File: src/rtl/rggen_host_arbiter.sv
// rggen_host_arbiter
//   Shares one register access channel between HOSTS requesters. A round-robin
//   pointer picks the next host while idle; the winning request is latched onto
//   the channel, the register handshake is awaited, and the response (read data
//   and status) is returned with a one-cycle done strobe to the granted host.
//   Unclaimed accesses (no select) complete with DECODE_ERROR. When TIMEOUT is
//   non-zero, an access with no ready completes with SLAVE_ERROR.
//
// Ports
//   clk, rst              clock, synchronous active-high reset
//   i_host_*              per-host request/direction/address/write data/mask
//   o_host_done           one-hot response strobe to the granted host
//   o_host_read_data      response read data (shared by all hosts)
//   o_host_status         response status: 00 OKAY, 10 SLAVE_ERROR, 11 DECODE_ERROR
//   o_request..o_write_mask  register channel request side
//   i_select, i_ready, i_read_data, i_status  register channel response side
module rggen_host_arbiter #(
  parameter int HOSTS         = 2,
  parameter int ADDRESS_WIDTH = 16,
  parameter int DATA_WIDTH    = 32,
  parameter int TIMEOUT       = 0
) (
  input  logic                           clk,
  input  logic                           rst,
  input  logic [HOSTS-1:0]               i_host_request,
  input  logic [HOSTS-1:0]               i_host_direction,
  input  logic [HOSTS*ADDRESS_WIDTH-1:0] i_host_address,
  input  logic [HOSTS*DATA_WIDTH-1:0]    i_host_write_data,
  input  logic [HOSTS*DATA_WIDTH-1:0]    i_host_write_mask,
  output logic [HOSTS-1:0]               o_host_done,
  output logic [DATA_WIDTH-1:0]          o_host_read_data,
  output logic [1:0]                     o_host_status,
  output logic                           o_request,
  output logic                           o_direction,
  output logic [ADDRESS_WIDTH-1:0]       o_address,
  output logic [DATA_WIDTH-1:0]          o_write_data,
  output logic [DATA_WIDTH-1:0]          o_write_mask,
  input  logic                           i_select,
  input  logic                           i_ready,
  input  logic [DATA_WIDTH-1:0]          i_read_data,
  input  logic [1:0]                     i_status
);

  localparam int COUNTER_WIDTH = (TIMEOUT > 0) ? $clog2(TIMEOUT + 1) : 1;
  localparam int INDEX_WIDTH   = (HOSTS > 1) ? $clog2(HOSTS) : 1;

  localparam logic [COUNTER_WIDTH-1:0] COUNTER_LAST =
    (TIMEOUT > 0) ? COUNTER_WIDTH'(TIMEOUT - 1) : '0;
  localparam logic [INDEX_WIDTH-1:0]   LAST_HOST    = INDEX_WIDTH'(HOSTS - 1);

  localparam logic [1:0] IDLE     = 2'b00;
  localparam logic [1:0] ACCESS   = 2'b01;
  localparam logic [1:0] RESPONSE = 2'b10;

  localparam logic [1:0] STATUS_SLAVE_ERROR  = 2'b10;
  localparam logic [1:0] STATUS_DECODE_ERROR = 2'b11;

  logic [1:0]               r_state;
  logic [INDEX_WIDTH-1:0]   r_grant;
  logic [INDEX_WIDTH-1:0]   r_pointer;
  logic [COUNTER_WIDTH-1:0] r_counter;
  logic                     r_direction;
  logic [ADDRESS_WIDTH-1:0] r_address;
  logic [DATA_WIDTH-1:0]    r_write_data;
  logic [DATA_WIDTH-1:0]    r_write_mask;
  logic [DATA_WIDTH-1:0]    r_read_data;
  logic [1:0]               r_status;

  logic                     w_found;
  logic [INDEX_WIDTH-1:0]   w_grant;
  logic [INDEX_WIDTH-1:0]   w_next_pointer;
  logic                     w_timeout;
  logic                     w_sel_direction;
  logic [ADDRESS_WIDTH-1:0] w_sel_address;
  logic [DATA_WIDTH-1:0]    w_sel_write_data;
  logic [DATA_WIDTH-1:0]    w_sel_write_mask;

  // Round-robin search: first look at hosts at or above the pointer, then wrap
  // around to the ones below it.
  always_comb begin
    w_found = 1'b0;
    w_grant = '0;
    for (int j = 0; j < HOSTS; j++) begin
      if (!w_found && i_host_request[j] && (INDEX_WIDTH'(j) >= r_pointer)) begin
        w_found = 1'b1;
        w_grant = INDEX_WIDTH'(j);
      end
    end
    for (int j = 0; j < HOSTS; j++) begin
      if (!w_found && i_host_request[j]) begin
        w_found = 1'b1;
        w_grant = INDEX_WIDTH'(j);
      end
    end
  end

  always_comb begin
    w_sel_direction  = 1'b0;
    w_sel_address    = '0;
    w_sel_write_data = '0;
    w_sel_write_mask = '0;
    for (int j = 0; j < HOSTS; j++) begin
      if (w_grant == INDEX_WIDTH'(j)) begin
        w_sel_direction  = i_host_direction[j];
        w_sel_address    = i_host_address[j*ADDRESS_WIDTH+:ADDRESS_WIDTH];
        w_sel_write_data = i_host_write_data[j*DATA_WIDTH+:DATA_WIDTH];
        w_sel_write_mask = i_host_write_mask[j*DATA_WIDTH+:DATA_WIDTH];
      end
    end
  end

  // With a single host this is constantly zero.
  assign w_next_pointer = (r_grant == LAST_HOST) ? '0 : r_grant + 1'b1;
  assign w_timeout      = (TIMEOUT != 0) && (r_counter == COUNTER_LAST);

  always_ff @(posedge clk) begin
    if (rst) begin
      r_state      <= IDLE;
      r_grant      <= '0;
      r_pointer    <= '0;
      r_counter    <= '0;
      r_direction  <= 1'b0;
      r_address    <= '0;
      r_write_data <= '0;
      r_write_mask <= '0;
      r_read_data  <= '0;
      r_status     <= '0;
    end else begin
      case (r_state)
        IDLE: begin
          if (w_found) begin
            r_state      <= ACCESS;
            r_grant      <= w_grant;
            r_counter    <= '0;
            r_direction  <= w_sel_direction;
            r_address    <= w_sel_address;
            r_write_data <= w_sel_write_data;
            r_write_mask <= w_sel_write_mask;
          end
        end
        ACCESS: begin
          if (i_ready) begin
            r_state     <= RESPONSE;
            r_read_data <= i_read_data;
            r_status    <= i_status;
          end else if (!i_select) begin
            r_state     <= RESPONSE;
            r_read_data <= '0;
            r_status    <= STATUS_DECODE_ERROR;
          end else if (w_timeout) begin
            r_state     <= RESPONSE;
            r_read_data <= '0;
            r_status    <= STATUS_SLAVE_ERROR;
          end else begin
            r_counter <= r_counter + 1'b1;
          end
        end
        RESPONSE: begin
          r_state   <= IDLE;
          r_pointer <= w_next_pointer;
        end
        default: r_state <= IDLE;
      endcase
    end
  end

  always_comb begin
    o_host_done = '0;
    if (r_state == RESPONSE) begin
      for (int j = 0; j < HOSTS; j++) begin
        o_host_done[j] = (r_grant == INDEX_WIDTH'(j));
      end
    end
  end

  assign o_request        = (r_state == ACCESS);
  assign o_direction      = r_direction;
  assign o_address        = r_address;
  assign o_write_data     = r_write_data;
  assign o_write_mask     = r_write_mask;
  assign o_host_read_data = r_read_data;
  assign o_host_status    = r_status;

endmodule

File: config.mk
export PLATFORM = sky130hd
export DESIGN_NAME = rggen_host_arbiter
export DESIGN_NICKNAME = d
export VERILOG_FILES = /design/src/rtl/rggen_host_arbiter.sv
export SDC_FILE = /design/constraint.sdc
export NUM_CORES = 1
export LEC_CHECK = 0
export BUFFER_PORTS_ARGS = -buffer_cell sky130_fd_sc_hd__buf_4
export CORE_AREA = 2 2 124 126
export DETAILED_ROUTE_END_ITERATION = 10
export DIE_AREA = 0 0 126 128
export PLACE_DENSITY = 0.82
export SYNTH_ARGS = -nofsm -noshare
export SYNTH_HDL_FRONTEND = slang
export SYNTH_SLANG_ARGS = --single-unit
File: constraint.sdc
create_clock -name clk -period 1.6 [get_ports clk]
set_clock_uncertainty 0.1 [all_clocks]
set_input_delay 0.48 -clock clk [delete_from_list [all_inputs] [get_ports clk]]
set_output_delay 0.48 -clock clk [all_outputs]
set_load 0.005 [all_outputs]
---- After elaboration in Yosys (flattened, before gate mapping) ----
Cells that the tools add are included.
W data, S select, Z words.
operators by class
  add/subtract/negate cells ............... 1
  multiply operators ...................... 0
  divide/modulo/power cells ............... 0
  magnitude comparators ................... 2
  equality and inequality tests ........... 5
  shift-type cells ........................ 0
  muxes and demuxes ....................... 21
  bitwise gates (word level) .............. 1
  reductions and logical operators ........ 12
operators by type and width
  kind                   number
  $mux W32               4
  $mux W16               1
  $mux W2                6
  $mux W1                9
  $reduce_and A2 Y1      3
  $logic_and A1 B1 Y1    5
  $pmux W2 S2            1
  $logic_not A1 Y1       3
  $ne A3 B2 Y1 const B   1
  $eq A2 B1 Y1 const B   1
  $eq A2 B2 Y1 const B   1
  $ge A1 B1 Y1 const A   2
  $logic_not A2 Y1       1
  $ne A2 B1 Y1 const B   1
  $ne A2 B2 Y1 const B   1
  $add A1 B1 Y1 const B  1
  $not A1 Y1             1
storage, ports and cells
  bits in registers ....................... 119
  bits in latches ......................... 0
  RAM bits ................................ 0
  bits in read-only memories .............. 0
  input port bits ......................... 202
  output and inout port bits .............. 118
  word-level logic and storage cells ...... 51
  memories kept ........................... 0

---- Longest topological paths before layout ----
  word-level depth ........................ 15
  depth in mapped cells ................... 5
  gate-level depth less buffers ........... 4

---- Least setup slack after synthesis ----
No wires, ideal clock.
  path type ............................... input to register
  start point ............................. input i_host_request[0]
  end point ............................... register r_address[0], in the netlist o_address[0]
  setup time .............................. 0.089 ns
  arrival time ............................ 1.320 ns
  required time ........................... 1.411 ns
  path slack .............................. 0.091 ns
  cell stages on the path ................. 5
  buffers on the path ..................... 2
  cells stage by stage .................... or2_1 and2_1 buf_6 buf_6 a311oi_2
between the ends
  word-level cells in the longest chain between the ends .. 13
  elaborated cells on any way between the ends .. 17
  classes of those cells .................. mux (8); reduce/logical (9)
RTL lines
  item                                           line  source
  from (decl)                                    25    input logic [HOSTS-1:0] i_host_request,
  $logic_and A1 B1 Y1                            84    if (!w_found && i_host_request[j] && (INDEX_WIDTH'(j) >= r_pointer)) begin
  $mux W1                                        84
  $logic_not A1 Y1                               84
  $logic_and A1 B1 Y1 (2 in a row)               84
  $mux W1                                        84
  $logic_not A1 Y1                               90    if (!w_found && i_host_request[j]) begin
  $logic_and A1 B1 Y1                            90
  $mux W1                                        90
  $logic_not A1 Y1                               90
  $logic_and A1 B1 Y1                            90
  $mux W1                                        90
  $mux W16 or $reduce_and A2 Y1 (tied branches)  --
  to (signal assigned)                           136   r_address <= w_sel_address;
  to (decl)                                      63    logic [ADDRESS_WIDTH-1:0] r_address;
Several ways; a longest one is shown, not always the timed one.
A chain may end at the register's enable or synchronous reset.

---- Worst setup path in the final report ----
  start point ............................. register r_state[0]
  end point ............................... output o_host_done[1]
between the ends
  word-level cells in the longest chain between the ends .. 2
RTL lines
  item                    line  source
  from (decl)             58    logic [1:0] r_state;
  from (signal assigned)  118   r_state <= IDLE;
  from (signal assigned)  132   r_state <= ACCESS;
  from (signal assigned)  143   r_state <= RESPONSE;
  $eq A2 B2 Y1            169   if (r_state == RESPONSE) begin
  $mux W2                 169
  to (decl)               30    output logic [HOSTS-1:0] o_host_done,
No other way between the ends.

==> impl_metrics.tcl <==
set metrics [dict create \
    status "finished, violations left" \
    violations "setup timing" \
    first_iter_violations 465 \
    synth-xor-area-share_pct 0 \
    critPathCaptureType "output port" \
    rsz0062_at_grt "yes" \
    grt_pass1_wl_um 32550 \
    worstSetupPathType "flip-flop to output port" \
    synth_top_family_by_area "compound AO/OA/AOI/OAI gates" \
    synth.avg_cell_area_um2 8.968 \
    slew_headroom_pct 66.71 \
    num_vias 6556 \
    worstSetupStartpointType "flip-flop" \
    antenna_found_initial 0 \
    stdcell_area_um2 9283 \
    synth.yosys.seq_area_share_pct 40.74 \
    r2r-end "o_write_data[6]" \
    row_count 45 \
    wire_per_inst_um 19.02 \
    syn_area_um2 5847 \
    drtAntennaViolNets 0 \
    worst_pin_slew_ps 499.3 \
    clk_latency_ps 420 \
    drt-total-wl_um 21770 \
    synth.distinct_cells 27 \
    num-fill-cells 1246 \
    drt-pass1-iter-count 5 \
    seqPwrFrac_pct 34.5 \
    cp_cell_sequence "inv_2, and3_4, buf_6" \
    max_freq_mhz 575.1 \
    core_um2 14860 \
    dp.cells 1102 \
    rr_worst_depth 6 \
    final_util_pct 62.45 \
    post_drt_via_cell_ratio 5.726 \
    final-setup-viol-count 3 \
    root_buffer "clkbuf_16" \
    layout.cells.non_filler 1145 \
    ir_drop_mv 0.6753 \
    synth_compound_gate_area_share_pct 40.94 \
    syn-num-nets 854 \
    grt_overflow_total 0 \
    power.total_mw 9.945 \
    synth_warnings 0 \
    drive_gt1_share_pct 50.78 \
    min_path_type "primary input to flip-flop" \
    ys_top_cells_by_area "dfxtp_1 41%, a311oi_2 21%, a21oi_1 10%, o21ai_0 8.4%, nand3_1 7.0%" \
    p_comb_share_pct 25.0 \
    synth_top_area_cell "dfxtp_1" \
    max_stage_delay_ps 390 \
    crit_arrival_ps 1160 \
    cts.htree.levels 4 \
    drv_cap 0 \
    required_ps 1020 \
    holdPathStages 3 \
    rr_startpoint "r_state[0]" \
    numCtsBuffers 17 \
    area_growth_pct 58.76 \
    start_util_pct 39.34 \
    gp_congestion 0.7963 \
    drc 0 \
    track_usage_pct 25.06 \
    grt_max_degree 72 \
    swShare_pct 29.16 \
    layout_setup_ws_ps -138.8 \
    finalCritPeriodShare_pct 108.7 \
    cts.reportedPaths.clkPinSlew_ps 60 \
    dpl_cell_area_um2 8442 \
    cellPowerDensity_nw_per_um2 1071 \
    worstHoldStart "i_read_data[16]" \
    first_global_vias 6397 \
    min_to "o_host_read_data[16]" \
    numPortBuffers 319 \
    synth.top_cell.area_share_pct 40.74 \
    cts_tree "built" \
    min_period_ps 1739 \
    switchingPower_mw 2.900 \
    die_area_um2 16130 \
    die-height_um 128 \
    multi_input_area_um2 3055 \
    syn_inst 652 \
    clockBufferDepth 2 \
    dpl.hpwl_um 14040 \
    synthMuxAreaShare_pct 0 \
    synthAdderAreaFrac_pct 0 \
    seqCellArea_um2 2391 \
    ys_seq_elements 119 \
    diodes 0 \
    whs_ps 199.9 \
    synth_simple_gate_area_share_pct 10.55 \
    leakage_nw 3.809 \
    dp_slack_ps -204.8 \
    cp_slowest_cell "dfxtp_4" \
    slew_viol_final 0 \
    final_nets 1146 \
    regToRegSetupSlack_ps 30 \
    ios 320 \
    p_int_mw 7.045 \
    finalHoldViolations 0 \
    clkPwrFrac_pct 40.5 \
    crit_fanout 5 \
    tns_ps -314.3 \
    clock_sink_count 119 \
    hold_buffers 0 \
    die_w_um 126 \
]
## cells in the final DEF, fill, tap and decap left out, types with 2 or more instances in the layout
master | synthesis | final
inv_8 | 0 | 2
a311oi_2 | 80 | 80
inv_6 | 0 | 3
nand3_1 | 82 | 82
inv_2 | 0 | 2
nand2b_4 | 0 | 2
buf_6 | 9 | 5
o21ai_0 | 98 | 98
dfxtp_4 | 0 | 2
inv_1 | 5 | 2
clkbuf_16 | 0 | 21
nor3_1 | 2 | 2
buf_4 | 2 | 335
dfxtp_1 | 119 | 116
nand2_1 | 32 | 32
o21ai_1 | 15 | 15
a211oi_1 | 2 | 2
buf_12 | 0 | 13
bufinv_16 | 0 | 3
clkinv_4 | 0 | 5
a21oi_1 | 117 | 117
## synth_stat cells, drive strengths merged
cell type	count
nand3	82
nor3b	1
inv	5
and3	1
nand2	32
buf	46
a21oi	117
nor3	2
o21ai	113
and3b	1
a22oi	1
a211oi	2
nor2	2
nand2b	3
clkbuf	39
dfxtp	119
nor2b	2
and2	1
a311oi	81
a21bo	1
or2	1
## sequential cells by signal (all words and copies together), names as in the netlist
name and cells:
o_address 16, o_direction 1, o_host_read_data 32, o_host_status 2, o_write_data 32, o_write_mask 32
r_grant 1, r_pointer 1, r_state 2
## final cells by class
class,count,share of cell area (%)
multi-input cells,443,32.92
inverters,5,0.2291
repair buffers,358,31.88
flip-flops and latches,119,25.76
clock inverters,15,2.103
clock buffers,17,4.583
well taps,188,2.534
## cells by family (layout without fill, tap and decap cells)
kind of cell           count (synthesis)  in the layout
buffers and inverters                 90            395
AND/OR/NAND/NOR                      128            128
AO/OA/AOI/OAI                        315            315
flip-flops                           119            119
## worst max-delay path: cells and delay by family (launching register included)
kind	cells	cell delay (ps)
flip-flops	1	390
buffers and inverters	2	170
AND/OR/NAND/NOR	1	180
## metal layers
layer	track usage, %	up-vias	routed length [µm]
li1	-	3052	-
met1	29.34	3104	8345
met2	42.76	349	11020
met3	6.469	51	1721
met4	12.22	0	682
met5	0	-	0
## power groups by stage
stage	registers, mW	clock network, mW	logic, mW
2_1_floorplan	3.49	0	1.17
3_3_place_gp	3.48	0	2.27
3_5_place_dp	3.49	0	2.31
4_1_cts	3.43	4.08	2.33
5_1_grt	3.46	4.23	2.67
6_report	3.43	4.03	2.48
## worst max-delay path by stage
stage	start	end	cells after the start
2_1_floorplan	i_host_request[0]	o_address[0]	5
4_1_cts	r_state[0]	o_host_done[1]	3
3_3_place_gp	i_host_request[0]	o_address[15]	5
5_1_grt	r_state[0]	o_host_done[1]	3
6_report	r_state[0]	o_host_done[1]	3
3_5_place_dp	i_host_request[0]	o_address[5]	5
## timing repair
action / in CTS / in global routing
pin swaps: 0 / 3
endpoints found under the setup margin: 3 / 42
gates resized for setup: 9 / 10
setup buffers: 3 / 3
cloned: 0 / 5
Note: power is estimated with default switching activity, not from simulation.
